`config.mk`:
```
export PLATFORM = sky130hd
export DESIGN_NAME = cacheline_mem_ctrl
export DESIGN_NICKNAME = d
export VERILOG_FILES = /design/src/rtl/cacheline_mem_ctrl.sv
export SDC_FILE = /design/constraint.sdc
export NUM_CORES = 1
export LEC_CHECK = 0
export CAP_MARGIN = 15
export CELL_PAD_IN_SITES_DETAIL_PLACEMENT = 0
export CELL_PAD_IN_SITES_GLOBAL_PLACEMENT = 1
export CORE_AREA = 2 2 366 368
export CTS_CLUSTER_SIZE = 24
export DETAILED_ROUTE_END_ITERATION = 7
export DIE_AREA = 0 0 368 370
export GPL_TIMING_DRIVEN = 0
export PLACE_DENSITY = 0.53
export SYNTH_ARGS = -nofsm -noshare
export SYNTH_HDL_FRONTEND = slang
export SYNTH_SLANG_ARGS = --single-unit
```
`constraint.sdc`:
```
create_clock -name clk -period 5 [get_ports clk]
set_clock_uncertainty 0.1 [all_clocks]
set_input_delay 0.5 -clock clk [delete_from_list [all_inputs] [get_ports clk]]
set_output_delay 0.5 -clock clk [all_outputs]
set_load 0.02 [all_outputs]
```
`src/rtl/cacheline_mem_ctrl.sv`:
```
// ---------------------------------------------------------------------------
// cacheline_mem_ctrl
//
// Cache-side memory controller sitting between the cache miss path and a
// 64-bit burst memory. One 256-bit line request becomes either:
//   - a write burst of four 64-bit beats (beat k = dfp_wdata[64k+63:64k]), or
//   - a single read request followed by a wait for the assembled 256-bit line
//     from the downstream line deserializer.
// Each completed request returns a one-cycle dfp_resp pulse.
//
// All bmem_* outputs and dfp_resp are decoded from registered state only.
//
// Optional feature macro: CLMC_TIMEOUT_EN
//   When defined, a read that sees no matching line for TIMEOUT_CYC cycles
//   in RD_WAIT goes back to RD_REQ and reissues the same address.
//
// Parameters:
//   TIMEOUT_CYC  read-wait cycles before reissue (1..256, timeout build only)
//
// Ports:
//   clk         clock, rising edge
//   rst         asynchronous active-low reset
//   dfp_addr    line request address ([4:0] ignored)
//   dfp_read    line read request
//   dfp_write   line write request (wins over dfp_read)
//   dfp_wdata   256-bit write line
//   dfp_rdata   256-bit read line, valid while dfp_resp=1, held afterwards
//   dfp_resp    one-cycle completion pulse
//   bmem_addr   line-aligned burst address
//   bmem_read   read request to memory
//   bmem_write  write beat valid
//   bmem_wdata  write beat data
//   bmem_ready  memory accepts the current request/beat
//   line_data   assembled read line from the deserializer
//   line_addr   address tagged with line_data
//   line_valid  one-cycle strobe for line_data/line_addr
// ---------------------------------------------------------------------------
module cacheline_mem_ctrl #(
  parameter int TIMEOUT_CYC = 200
) (
  input  logic         clk,
  input  logic         rst,
  input  logic [31:0]  dfp_addr,
  input  logic         dfp_read,
  input  logic         dfp_write,
  input  logic [255:0] dfp_wdata,
  output logic [255:0] dfp_rdata,
  output logic         dfp_resp,
  output logic [31:0]  bmem_addr,
  output logic         bmem_read,
  output logic         bmem_write,
  output logic [63:0]  bmem_wdata,
  input  logic         bmem_ready,
  input  logic [255:0] line_data,
  input  logic [31:0]  line_addr,
  input  logic         line_valid
);

  // The read-wait counter is 8 bits wide, so the timeout must fit in it.
  if (TIMEOUT_CYC < 1 || TIMEOUT_CYC > 256) begin : g_bad_timeout
    $error("TIMEOUT_CYC must be in 1..256");
  end

  typedef enum logic [2:0] {
    S_IDLE,
    S_RD_REQ,
    S_RD_WAIT,
    S_WR_BURST,
    S_DONE
  } state_e;

  state_e         state_q, state_d;
  logic [26:0]    line_q, line_d;     // latched address bits [31:5]
  logic [255:0]   wdata_q, wdata_d;
  logic [255:0]   rdata_q, rdata_d;
  logic [1:0]     cnt_q, cnt_d;

  logic           line_match;
  logic           timeout_hit;

  // Only the line part of the addresses matters; the offset bits are dropped.
  logic           unused_offset_bits;
  assign unused_offset_bits = ^{dfp_addr[4:0], line_addr[4:0]};

  assign line_match = line_valid && (line_addr[31:5] == line_q);

`ifdef CLMC_TIMEOUT_EN
  localparam logic [7:0] TO_LAST = 8'(TIMEOUT_CYC - 1);

  logic [7:0] timer_q, timer_d;

  // Held at zero outside RD_WAIT, so every entry into RD_WAIT starts at 0.
  always_comb begin
    timer_d = '0;
    if (state_q == S_RD_WAIT) timer_d = timer_q + 8'd1;
  end

  // Expires after TIMEOUT_CYC cycles spent in RD_WAIT.
  assign timeout_hit = (state_q == S_RD_WAIT) && (timer_q == TO_LAST);

  always_ff @(posedge clk or negedge rst) begin
    if (!rst) timer_q <= '0;
    else      timer_q <= timer_d;
  end
`else
  assign timeout_hit = 1'b0;
`endif

  // Next-state logic.
  always_comb begin
    // NOTE: every variable gets a default first so no path leaves it
    // unassigned, which would otherwise infer a latch.
    state_d = state_q;
    line_d  = line_q;
    wdata_d = wdata_q;
    rdata_d = rdata_q;
    cnt_d   = cnt_q;

    case (state_q)
      S_IDLE: begin
        if (dfp_write) begin
          line_d  = dfp_addr[31:5];
          wdata_d = dfp_wdata;
          cnt_d   = 2'd0;
          state_d = S_WR_BURST;
        end else if (dfp_read) begin
          line_d  = dfp_addr[31:5];
          state_d = S_RD_REQ;
        end
      end

      S_RD_REQ: begin
        if (bmem_ready) state_d = S_RD_WAIT;
      end

      S_RD_WAIT: begin
        // A matching line wins over a timeout expiring in the same cycle.
        if (line_match) begin
          rdata_d = line_data;
          state_d = S_DONE;
        end else if (timeout_hit) begin
          state_d = S_RD_REQ;
        end
      end

      S_WR_BURST: begin
        if (bmem_ready) begin
          cnt_d = cnt_q + 2'd1;
          if (cnt_q == 2'd3) state_d = S_DONE;
        end
      end

      S_DONE: begin
        // Requests are not sampled here, so a request still high during
        // the resp cycle is not taken a second time.
        state_d = S_IDLE;
      end

      default: state_d = S_IDLE;
    endcase
  end

  always_ff @(posedge clk or negedge rst) begin
    // NOTE: sequential state uses non-blocking assignments so every
    // register samples the pre-edge values, independent of statement order.
    if (!rst) begin
      state_q <= S_IDLE;
      line_q  <= '0;
      cnt_q   <= '0;
      // NOTE: the wide data registers are reset too, because dfp_rdata and
      // bmem_wdata must read as zero straight out of reset.
      wdata_q <= '0;
      rdata_q <= '0;
    end else begin
      state_q <= state_d;
      line_q  <= line_d;
      cnt_q   <= cnt_d;
      wdata_q <= wdata_d;
      rdata_q <= rdata_d;
    end
  end

  // Moore outputs.
  assign bmem_addr  = {line_q, 5'b0};
  assign bmem_read  = (state_q == S_RD_REQ);
  assign bmem_write = (state_q == S_WR_BURST);
  assign bmem_wdata = (state_q == S_WR_BURST) ? wdata_q[{cnt_q, 6'b0} +: 64] : '0;
  assign dfp_resp   = (state_q == S_DONE);
  assign dfp_rdata  = rdata_q;

endmodule
```
==> out/metrics.yaml <==
clock_tree:
  clk_latency_ns: 0.66
  cts-resized-gates: 0
  cts_max_level: 3
  cts_tree: "done"
  cts_buffers: 73
  root_buffer: "clkbuf_16"
  cts_sinks: 544
  path_clk_slew_ns: 0.07
  ctsHoldBuffers: 1
  post_cts_buffers: 0
  cts_max_path_buffers: 3
route:
  totalWireLength_um: 116000
  antenna_left: 0
  vias_per_cell: 3.92
  wire_per_inst_um: 24.3
  num_vias: 18600
  remaining_drc_errors: 0
  drtIter0Drc: 1002
  firstDrtPassIters: 5
yosys:
  async_reset_ff_share_pct: 100
  synth_top_area_share_pct: 60.1
  synth_seq_area_share_pct: 60.1
  yosys_warnings: 0
  muxShareOfSynthArea_pct: 20.5
  yosysMostFrequentCell: "nand2_1"
  synthTopCellsByArea: "dfrtp_1 60%, mux2_2 14%, nand2_1 13%, mux4_2 6.4%, and3_1 1.8%"
  yosys.area_share.simple_pct: 15.2
  synth_cells: 1915
  synth_compound_area_share_pct: 0.287
  yosys.area.top_type: "dfrtp_1"
  synthAdderAreaFrac_pct: 0.0552
  synth_top_family_by_area: "multiplexers"
  yosysUniqueCellTypes: 29
  synth_area_per_cell_um2: 11.8
  synth_seq_cells: 544
  synth_edf_count: 0
  yosys-top-cells-count: "773 x nand2_1, 544 x dfrtp_1, 284 x mux2_2"
  synth_ff_type: "dfrtp_1"
  synth-xor-area-share_pct: 0.928
  synth.cell_area_um2: 22700
global_routing:
  gr-usage-all-layers_pct: 16.6
  overflow: 0
  grt_pass1_vias: 19400
  grt_max_degree: 106
  antenna_found_initial: 83
  grt_pass1_wl_um: 157000
floorplan:
  pin_count: 937
  coreArea_um2: 132000
  die_h_um: 370
  die-area_um2: 136000
  start_util_pct: 17.1
  die_x_um: 368
  rows: 134
worst_hold_path:
  hp-start: "dfp_wdata[179]"
  hold_path_class: "input port to flop"
  min_to: "wdata_q[179]"
  worstHoldPathCells: 3
job:
  cap_viol_max_count: 0
sta:
  finalCritPeriodShare_pct: 90.0
  slew_viol_final: 0
  final.min_clock_period_ns: 4.50
  worst_pin_slew_ns: 1.15
  setup_viol: 0
  hold_viol: 0
  relSlewSlack_pct: 23.4
  fmax_ghz: 0.222
  rsz0062_at_grt: "false"
  fin_setup_tns_ns: 0
  setup_ws_ns: 0.499
final_layout:
  design_area_um2: 36600
  layout-drive-gt1-share_pct: 16.7
  area_delta_synth_final_pct: 61.6
  finalCoreUtilization_pct: 27.6
  fin_nets: 3504
setup_path:
  startpoint_type: "flop"
  crit_family: "buffers and inverters"
  path_buf_inv: 4
  crit_required_ns: 4.40
  cp_common_cell: "clkbuf_1"
  worstReg2RegEnd: "dfp_rdata[33]"
  cp_cell_sequence: "clkbuf_1 -> nor2b_1 -> clkbuf_1 -> clkbuf_1 -> and3_1 -> clkdlybuf4s50_1"
  critPathArrivalTime_ns: 3.90
  cp_slowest_cell: "clkbuf_1"
  r2r_slack_ns: 1.54
  cp-end-kind: "output port"
  worstSetupPathType: "flop to output port"
  slowest_delay_ns: 0.77
  ff2ff_path_depth: 7
  crit_fanout: 10
  r2r-start: "line_q[22]"
run_status:
  status: "completed"
placement:
  dp_hpwl_um: 93100
  pre_cts_ws_ns: 0.987
  place.gp.congestion: 0.803
  numPortBuffers: 921
  placement.cell_area_um2: 34200
pwr:
  powerDensity_nw_per_um2: 447
  max-vdd-ir-drop_mv: 0.282
  leakage_nw: 16.8
  power_w: 0.0164
==> final cells by class <==
class	instances	area, µm²
clock inverter	14	171
tap	1768	2210
buffer	121	654
inverter	5	18.8
timing repair buffer	927	9370
antenna	10	25.0
multi-input combinational	1249	8380
sequential	544	13600
fill	14000	95800
clock buffer	114	2160
==> per-stage QoR <==
stage                     hold slack (ns)  std cells
after global routing                0.234       4749
final                               0.274       4752
after CTS                           0.193       4742
after global placement              0.353       4608
after detailed placement            0.357       4613
after floorplan                     0.104       1919
==> routing by layer <==
| metal | vias to the layer above | part of all wire, % | track usage, % | wire length (µm) |
|---|---|---|---|---|
| li1 | 8388 | - | - | - |
| met1 | 9259 | 38 | 18.3 | 43600 |
| met2 | 745 | 52 | 30.3 | 60200 |
| met3 | 226 | 7.8 | 5.60 | 9070 |
| met4 | 28 | 2.3 | 4.38 | 2640 |
| met5 | - | 0.15 | 0 | 173 |
==> power by group <==
part           switching (W)  internal (W)
clock network        0.00216       0.00308
registers           0.000862       0.00543
logic                0.00249       0.00233
==> worst min-delay path, cell delays in order <==
cell and delay (ns):
clkdlybuf4s50_1 0.40, nand2_1 0.05, nand2_1 0.04
==> cells by family (layout without fill, tap and decap cells) <==
family,after synthesis,in the layout
and+or+nand+nor,861,861
DFF,544,544
muxes,348,348
buffers and inverters,126,1181
xor gates and xnor gates,24,24
AOI/OAI and AO/OA,10,10
adders and majority gates,1,1
other,1,15
==> placed cells by master, fill, tap and decap left out, drive strengths merged, types with 3 or more instances in the layout <==
master	synthesis	final
clkdlybuf4s50	0	920
nand2	773	773
dfrtp	544	544
mux2	284	284
clkbuf	78	192
mux4	64	64
and3	64	64
buf	43	49
xor2	22	22
diode	0	10
inv	5	9
clkinv	0	7
nor2	5	5
conb	1	5
nor4	5	5
nand4	4	4
o21ai	4	4
nand3	3	3
nor3	3	3
and2	3	3
==> sequential cells by signal (all words and copies together), names as in the netlist <==
| register | cells |
|---|---|
| cnt_q | 2 |
| line_q | 27 |
| wdata_q | 256 |
| dfp_rdata | 256 |
| state_q | 3 |
==> how the worst max path moves through the flow <==
| stage | startpoint | to | slack [ns] | cells past startpoint |
|---|---|---|---|---|
| CTS | state_q[2] | bmem_wdata[59] | 0.26 | 6 |
| global route | state_q[2] | bmem_wdata[62] | 0.22 | 6 |
| detailed placement | line_addr[27] | dfp_rdata[28] | 0.99 | 8 |
| global placement | rst | dfp_rdata[189] | -24.67 | 1 |
| finish | state_q[2] | bmem_wdata[53] | 0.50 | 6 |
| floorplan | cnt_q[0] | bmem_wdata[25] | 2.48 | 4 |
Note: power is estimated with default switching activity, not from simulation.
